File: config.mk
export PLATFORM = sky130hd
export DESIGN_NAME = mux_rr_pipe_flat
export DESIGN_NICKNAME = d
export VERILOG_FILES = /design/src/rtl/mux_rr_pipe_if.sv /design/src/rtl/mux_rr_pipe.sv /design/src/flat_wrapper.sv
export SDC_FILE = /design/constraint.sdc
export NUM_CORES = 1
export LEC_CHECK = 0
export BUFFER_PORTS_ARGS = -buffer_cell sky130_fd_sc_hd__buf_2
export CAP_MARGIN = 0
export CORE_ASPECT_RATIO = 0.6
export CORE_UTILIZATION = 42
export DETAILED_ROUTE_END_ITERATION = 10
export GPL_TIMING_DRIVEN = 0
export PLACE_DENSITY = 0.86
export SKIP_CTS_REPAIR_TIMING = 1
export SYNTH_ARGS = -nofsm -noshare
export SYNTH_HDL_FRONTEND = slang
export SYNTH_SLANG_ARGS = --single-unit
File: constraint.sdc
create_clock -name clk -period 3.1 [get_ports clk]
set_input_delay 0 -clock clk [delete_from_list [all_inputs] [get_ports clk]]
set_output_delay 0 -clock clk [all_outputs]
set_load 0.005 [all_outputs]
File: src/rtl/mux_rr_pipe_if.sv
// Handshake bundle for mux_rr_pipe: N input channels plus one output channel.
// master = upstream/downstream environment, slave = the selector itself.
interface mux_rr_pipe_if #(
    parameter int WIDTH = 32,
    parameter int N     = 4,
    parameter int SELW  = 2
);
    logic [N*WIDTH-1:0] in_data;
    logic [N-1:0]       in_valid;
    logic [N-1:0]       in_ready;
    logic [SELW-1:0]    sel;
    logic [WIDTH-1:0]   out_data;
    logic               out_valid;
    logic               out_ready;
    logic [SELW-1:0]    out_src;

    modport master (
        output in_data, in_valid, sel, out_ready,
        input  in_ready, out_data, out_valid, out_src
    );

    modport slave (
        input  in_data, in_valid, sel, out_ready,
        output in_ready, out_data, out_valid, out_src
    );
endinterface

File: src/rtl/mux_rr_pipe.sv
// N-way registered selector with valid/ready on every channel; external select or round-robin.
// Optional macro MUX_STALL_CNT_EN adds a saturating stall_cnt output.
module mux_rr_pipe #(
    parameter int WIDTH = 32,
    parameter int N     = 4,
    parameter int SELW  = 2,
    parameter int MODE  = 0
) (
    input  logic          clk,
    input  logic          rst,
    mux_rr_pipe_if.slave  bus
`ifdef MUX_STALL_CNT_EN
    ,
    output logic [31:0]   stall_cnt
`endif
);
    localparam logic [SELW-1:0] PTR_RST = SELW'(N - 1);
    localparam logic [SELW:0]   N_L     = (SELW + 1)'(N);

    logic [WIDTH-1:0] out_data_q, out_data_d;
    logic [SELW-1:0]  out_src_q, out_src_d;
    logic             out_valid_q, out_valid_d;
    logic [SELW-1:0]  rr_ptr_q, rr_ptr_d;

    logic             can_load_s;
    logic             grant_vld_s;
    logic [SELW-1:0]  grant_idx_s;
    logic [N-1:0]     in_ready_s;
    logic             xfer_s;

    assign can_load_s = !out_valid_q || bus.out_ready;

    generate
        if (MODE == 0) begin : g_ext
            // Select values past N-1 (non-power-of-two N) never grant.
            always_comb begin
                grant_vld_s = ({1'b0, bus.sel} < N_L);
                grant_idx_s = bus.sel;
            end
        end else begin : g_rr
            // Search starts one past the last served channel and wraps at N.
            always_comb begin
                logic [SELW:0]   idx_s;
                logic [SELW-1:0] idx_w_s;
                logic            hit_s;
                grant_vld_s = 1'b0;
                grant_idx_s = rr_ptr_q;
                idx_s       = '0;
                idx_w_s     = '0;
                hit_s       = 1'b0;
                for (int i = 1; i <= N; i++) begin
                    idx_s       = {1'b0, rr_ptr_q} + (SELW + 1)'(i);
                    idx_s       = (idx_s >= N_L) ? (idx_s - N_L) : idx_s;
                    idx_w_s     = idx_s[SELW-1:0];
                    hit_s       = !grant_vld_s && bus.in_valid[idx_w_s];
                    grant_idx_s = hit_s ? idx_w_s : grant_idx_s;
                    grant_vld_s = grant_vld_s | hit_s;
                end
            end
        end
    endgenerate

    // Only the granted channel may see ready; reset withdraws it so nothing is lost.
    always_comb begin
        in_ready_s = '0;
        if (grant_vld_s && can_load_s && !rst) begin
            in_ready_s[grant_idx_s] = 1'b1;
        end else begin
            in_ready_s = '0;
        end
    end

    assign xfer_s       = grant_vld_s && can_load_s && !rst && bus.in_valid[grant_idx_s];
    assign bus.in_ready = in_ready_s;

    // Output register next state: load on transfer, drain when free, hold on stall.
    always_comb begin
        out_data_d  = out_data_q;
        out_src_d   = out_src_q;
        out_valid_d = out_valid_q;
        rr_ptr_d    = rr_ptr_q;
        if (xfer_s) begin
            out_data_d  = bus.in_data[grant_idx_s*WIDTH +: WIDTH];
            out_src_d   = grant_idx_s;
            out_valid_d = 1'b1;
            rr_ptr_d    = grant_idx_s;
        end else if (can_load_s) begin
            out_valid_d = 1'b0;
        end else begin
            out_valid_d = out_valid_q;
        end
    end

    // Output stage and round-robin pointer state.
    always_ff @(posedge clk) begin
        if (rst) begin
            out_data_q  <= '0;
            out_src_q   <= '0;
            out_valid_q <= 1'b0;
            rr_ptr_q    <= PTR_RST;
        end else begin
            out_data_q  <= out_data_d;
            out_src_q   <= out_src_d;
            out_valid_q <= out_valid_d;
            rr_ptr_q    <= rr_ptr_d;
        end
    end

    assign bus.out_data  = out_data_q;
    assign bus.out_src   = out_src_q;
    assign bus.out_valid = out_valid_q;

`ifdef MUX_STALL_CNT_EN
    logic [31:0] stall_cnt_q;

    // Saturating count of cycles the output word is held by backpressure.
    always_ff @(posedge clk) begin
        if (rst) begin
            stall_cnt_q <= 32'h0000_0000;
        end else if (out_valid_q && !bus.out_ready && (stall_cnt_q != 32'hFFFF_FFFF)) begin
            stall_cnt_q <= stall_cnt_q + 32'h0000_0001;
        end else begin
            stall_cnt_q <= stall_cnt_q;
        end
    end

    assign stall_cnt = stall_cnt_q;
`endif
endmodule
File: src/flat_wrapper.sv
// flat-port wrapper written by rule: the top's interface ports become plain ports
module mux_rr_pipe_flat 
#(
    parameter int WIDTH = 32,
    parameter int N     = 4,
    parameter int SELW  = 2,
    parameter int MODE  = 0
)
  (clk, rst, bus_in_data, bus_in_valid, bus_sel, bus_out_ready, bus_in_ready, bus_out_data, bus_out_valid, bus_out_src);
  mux_rr_pipe_if #(.WIDTH(WIDTH), .N(N), .SELW(SELW)) bus_i ();
  input  logic clk;
  input  logic rst;
  input wire logic [$bits(bus_i.in_data)-1:0] bus_in_data;
  input wire logic [$bits(bus_i.in_valid)-1:0] bus_in_valid;
  input wire logic [$bits(bus_i.sel)-1:0] bus_sel;
  input wire logic [$bits(bus_i.out_ready)-1:0] bus_out_ready;
  output wire logic [$bits(bus_i.in_ready)-1:0] bus_in_ready;
  output wire logic [$bits(bus_i.out_data)-1:0] bus_out_data;
  output wire logic [$bits(bus_i.out_valid)-1:0] bus_out_valid;
  output wire logic [$bits(bus_i.out_src)-1:0] bus_out_src;
  assign bus_i.in_data = bus_in_data;
  assign bus_i.in_valid = bus_in_valid;
  assign bus_i.sel = bus_sel;
  assign bus_i.out_ready = bus_out_ready;
  assign bus_in_ready = bus_i.in_ready;
  assign bus_out_data = bus_i.out_data;
  assign bus_out_valid = bus_i.out_valid;
  assign bus_out_src = bus_i.out_src;
  mux_rr_pipe #(.WIDTH(WIDTH), .N(N), .SELW(SELW), .MODE(MODE)) u_core (.clk(clk), .rst(rst), .bus(bus_i));
endmodule
## Word level (Yosys, flattened, before mapping)

Index checks and enable logic that the tools add are counted.

| storage, ports and cells | value |
|---|---|
| output and inout port bits | 39 |
| word-level logic and storage cells | 20 |
| register bits after elaboration | 35 |

| operators by class | value |
|---|---|
| reduce and logical (&&, ||, !) cells | 7 |
| $lt $le $gt $ge | 2 |
| muxes and demuxes | 7 |
| shifts and indexed selects | 1 |

Operators by type and width:

| cell | number |
|---|---|
| variable part select 128 x 8 -> 32 bit | 1 |
| two-way mux 1 bit | 4 |
| two-way mux 4 bit | 1 |
| logical AND 1 bit | 3 |
| less-than comparator 2 x 3 -> 1 bit (second input constant) | 1 |
| binary-select mux 1 bit (select 2 bit) | 1 |
| demux 1 bit (select 2 bit) | 1 |
| >= comparator 2 x 1 -> 1 bit (second input constant) | 1 |
| logical NOT 1 bit | 2 |
| nonzero test 2 bit | 1 |
| logical OR 1 bit | 1 |

## Logic depth before layout (Yosys ltp)

| logic depth | value |
|---|---|
| depth after elaboration | 5 |
| mapped depth | 6 |
| mapped depth without buffers | 4 |

## Worst setup path before layout

No wires, ideal clock.

| timing path | value |
|---|---|
| path kind | register to register |
| start point | reg u_core.out_valid_q, in the netlist u_core.bus.out_valid |
| end point | reg u_core.out_src_q[1], in the netlist u_core.bus.out_src[1] |
| buffers on the path | 2 |
| slack | 1.669 ns |
| data required time | 2.972 ns |
| cell stages (with the launch flop) | 7 |
| arrival time | 1.303 ns |
| cell sequence | dfxtp_1 -> nor2b_1 -> or3_1 -> buf_2 -> buf_2 -> a21oi_1 -> nor2_1 |

| on the way | value |
|---|---|
| longest elaborated chain between the ends | 4 |

Ends and longest elaborated chain:

| element | line | text |
|---|---|---|
| from (decl) | mux_rr_pipe.sv:22 | `logic out_valid_q, out_valid_d;` |
| from (signal assigned) | mux_rr_pipe.sv:104 | `out_valid_q <= out_valid_d;` |
| logical NOT 1 bit | mux_rr_pipe.sv:31 | `assign can_load_s = !out_valid_q \|\| bus.out_ready;` |
| logical OR 1 bit | mux_rr_pipe.sv:31 |  |
| logical AND 1 bit (2 in series) | mux_rr_pipe.sv:73 | `assign xfer_s = grant_vld_s && can_load_s && !rst && bus.in_valid[grant_idx_s];` |
| to (signal assigned) | mux_rr_pipe.sv:103 | `out_src_q <= out_src_d;` |
| to (decl) | mux_rr_pipe.sv:21 | `logic [SELW-1:0] out_src_q, out_src_d;` |

No other way between the ends.
A chain may end at the register's enable or synchronous reset.

## Worst setup path after layout

| timing path | value |
|---|---|
| start point | reg u_core.out_valid_q, in the netlist u_core.bus.out_valid |
| end point | reg u_core.out_data_q[18], in the netlist u_core.bus.out_data[18] |

| on the way | value |
|---|---|
| longest elaborated chain between the ends | 4 |

Ends and longest elaborated chain:

| element | line | text |
|---|---|---|
| logical NOT 1 bit | mux_rr_pipe.sv:31 |  |
| logical OR 1 bit | mux_rr_pipe.sv:31 |  |
| logical AND 1 bit (2 in series) | mux_rr_pipe.sv:73 |  |
| to (signal assigned) | mux_rr_pipe.sv:102 | `out_data_q <= out_data_d;` |
| to (decl) | mux_rr_pipe.sv:20 | `logic [WIDTH-1:0] out_data_q, out_data_d;` |

No other way between the ends.

==> reports/metrics.cfg <==
[power_and_ir_drop]
max-vdd-ir-drop_uv=182
leakage_nw=1.50
p_per_area_nw_per_um2=379

[die]
die-area_um2=5470
die_h_um=57.7
initial_utilization=0.455
coreArea_um2=4780
die_w_um=94.8
rows=19
boundaryPins=176

[logic_synthesis]
ys_seq_area_frac=0.323
mappedNetlistArea_um2=2170
synth_nets=347
synthCells=210
netlist-cell-type-count=23
syn_avg_cell_area_um2=10.3
ys_warn_count=0
ys_ff_latch=35

[sta]
worst-slew-pin-transition_ns=0.486
rsz0062_at_grt=no
final_hold_viol_count=0
period_share=0.531
slew_violations=0
fin_skew_ns=0.00170
fmax_mhz=607
min_period_ns=1.65
setup_tns_ns=0
holdWs_ns=0.0722
setup_viol=0
relSlewSlack=0.676

[global_route]
track_usage=0.268
grt_pass1_wl_um=11100
grt_pass1_vias=2428
grt_max_degree=11
antenna_found_initial=0
overflow=0

[critical_path]
r2r_cells=6
crit_path_start=u_core.bus.out_valid$_SDFFE_PP0P_
cp_data_required_time_ns=3.31
cp_max_fo=10
worstSetupPathType=reg2reg
r2r_setup_slack_ns=1.45
worstReg2RegStart=u_core.bus.out_valid$_SDFFE_PP0P_
arrival_ns=1.85
worstReg2RegEnd=u_core.bus.out_data[18]$_SDFFE_PP0P_
endpoint_kind=flip-flop
endpoint=u_core.bus.out_data[18]$_SDFFE_PP0P_
cp-start-kind=flip-flop

[final_layout]
final_nets=528
final_cell_mix=buf_2 (187), a21oi_1 (35), dfxtp_1 (35)
final_cell_count_no_fill=455
antennaDiodeCount=0
drive_gt1_frac=0.594
area_growth_pct=48.3
layout_commonest_cell=buf_2

[drt]
via_count=2461
drt_iter0_drc=94
antenna_left=0
dr.pass1.iters=4
drt_wl_total_um=7010
drt_drc_violations_left=0
wl_per_cell_um=15.4
avgViaCountPerCell=5.41

[cts]
cts.sinks=35
clk_pin_slew_worst_paths_ns=0.07
cts_max_path_buffers=2
htreeDepth=2
clk-insertion-delay-late_ns=0.28
numCtsBuffers=5
root_buffer=clkbuf_8
cts_tree=built

[min_path]
hp-class=in2reg
hold_start=bus_out_ready

[status]
outcome=finished clean

[placement]
dp.cells=447
gp_congestion=0.814
dp_hpwl_um=5680
numPortBuffers=174

[run]
drv_cap=0

[power breakdown]
group          internal, mW  total [mW]  leakage (nW)  switching (mW)
sequential            0.488       0.507         0.288          0.0189
clock                 0.203       0.364        0.0515           0.161
combinational         0.197       0.350          1.16           0.153
[layout make-up]
| class | instances | area (µm²) |
|---|---|---|
| Buffer | 26 | 138 |
| Inverter | 1 | 3.75 |
| Timing Repair Buffer | 174 | 871 |
| Fill cell | 392 | 1560 |
| Multi-Input combinational cell | 148 | 1330 |
| Clock buffer | 8 | 100 |
| Sequential cell | 35 | 701 |
| Tap cell | 63 | 78.8 |
[state kept, by name, indices dropped and copies added (netlist names)]
name	cells
u_core.bus.out_data	32
u_core.bus.out_src	2
u_core.bus.out_valid	1
[synthesized netlist by cell type, drive strengths merged]
cell type,n,share of area
a21oi,35,0.081
and3,1,0.0029
buf,17,0.047
clkbuf,9,0.016
dfxtp,35,0.32
inv,1,0.0017
mux2,1,0.0052
mux2i,1,0.0046
mux4,32,0.33
nand2,1,0.0017
nand2b,1,0.0029
nand3,34,0.078
nor2,1,0.0017
nor2b,1,0.0029
nor3,1,0.0046
nor4,2,0.0058
nor4b,2,0.0081
o21ai,34,0.078
or3,1,0.0029
[layer usage]
layer,vias to the layer above,wire (µm),GRT usage
met3,6,457,0.0538
met2,110,3760,0.504
li1,1176,-,-
met1,1169,2760,0.309
met5,-,0,0
met4,0,44,0.0801
[kinds of logic after synthesis]
logic type             Yosys count  share of synthesized area
AO/OA/AOI/OAI                   69                      0.159
buffers and inverters           27                     0.0651
flip-flops                      35                      0.323
multiplexers                    34                      0.342
AND/OR/NAND/NOR                 45                      0.112
[how the worst min path moves through the flow]
stage / endpoint / depth (start not counted)
2_1_floorplan: u_core.bus.out_valid$_SDFFE_PP0P_ / 2
3_3_place_gp: u_core.bus.out_valid$_SDFFE_PP0P_ / 3
3_5_place_dp: u_core.bus.out_valid$_SDFFE_PP0P_ / 3
4_1_cts: u_core.bus.out_valid$_SDFFE_PP0P_ / 3
5_1_grt: u_core.bus.out_valid$_SDFFE_PP0P_ / 3
6_report: u_core.bus.out_valid$_SDFFE_PP0P_ / 3
[worst max-delay path, cell delays in order (launching register included)]
cell and delay [ns]:
dfxtp_1 0.34, nor2b_1 0.41, or3_1 0.17, buf_2 0.16, buf_2 0.24, nand3_1 0.11
a21oi_1 0.14
[per-stage QoR]
stage	instance area, µm²	utilization	worst slack (ns)	power, mW
global route	3220	0.674	1.26	1.29
detailed placement	3120	0.653	1.47	0.868
floorplan	2170	-	1.67	0.707
CTS	3220	0.674	1.45	1.23
global placement	3120	0.653	1.52	0.858
finish	3220	0.674	1.45	1.22
(Power assumes the default switching activity.)
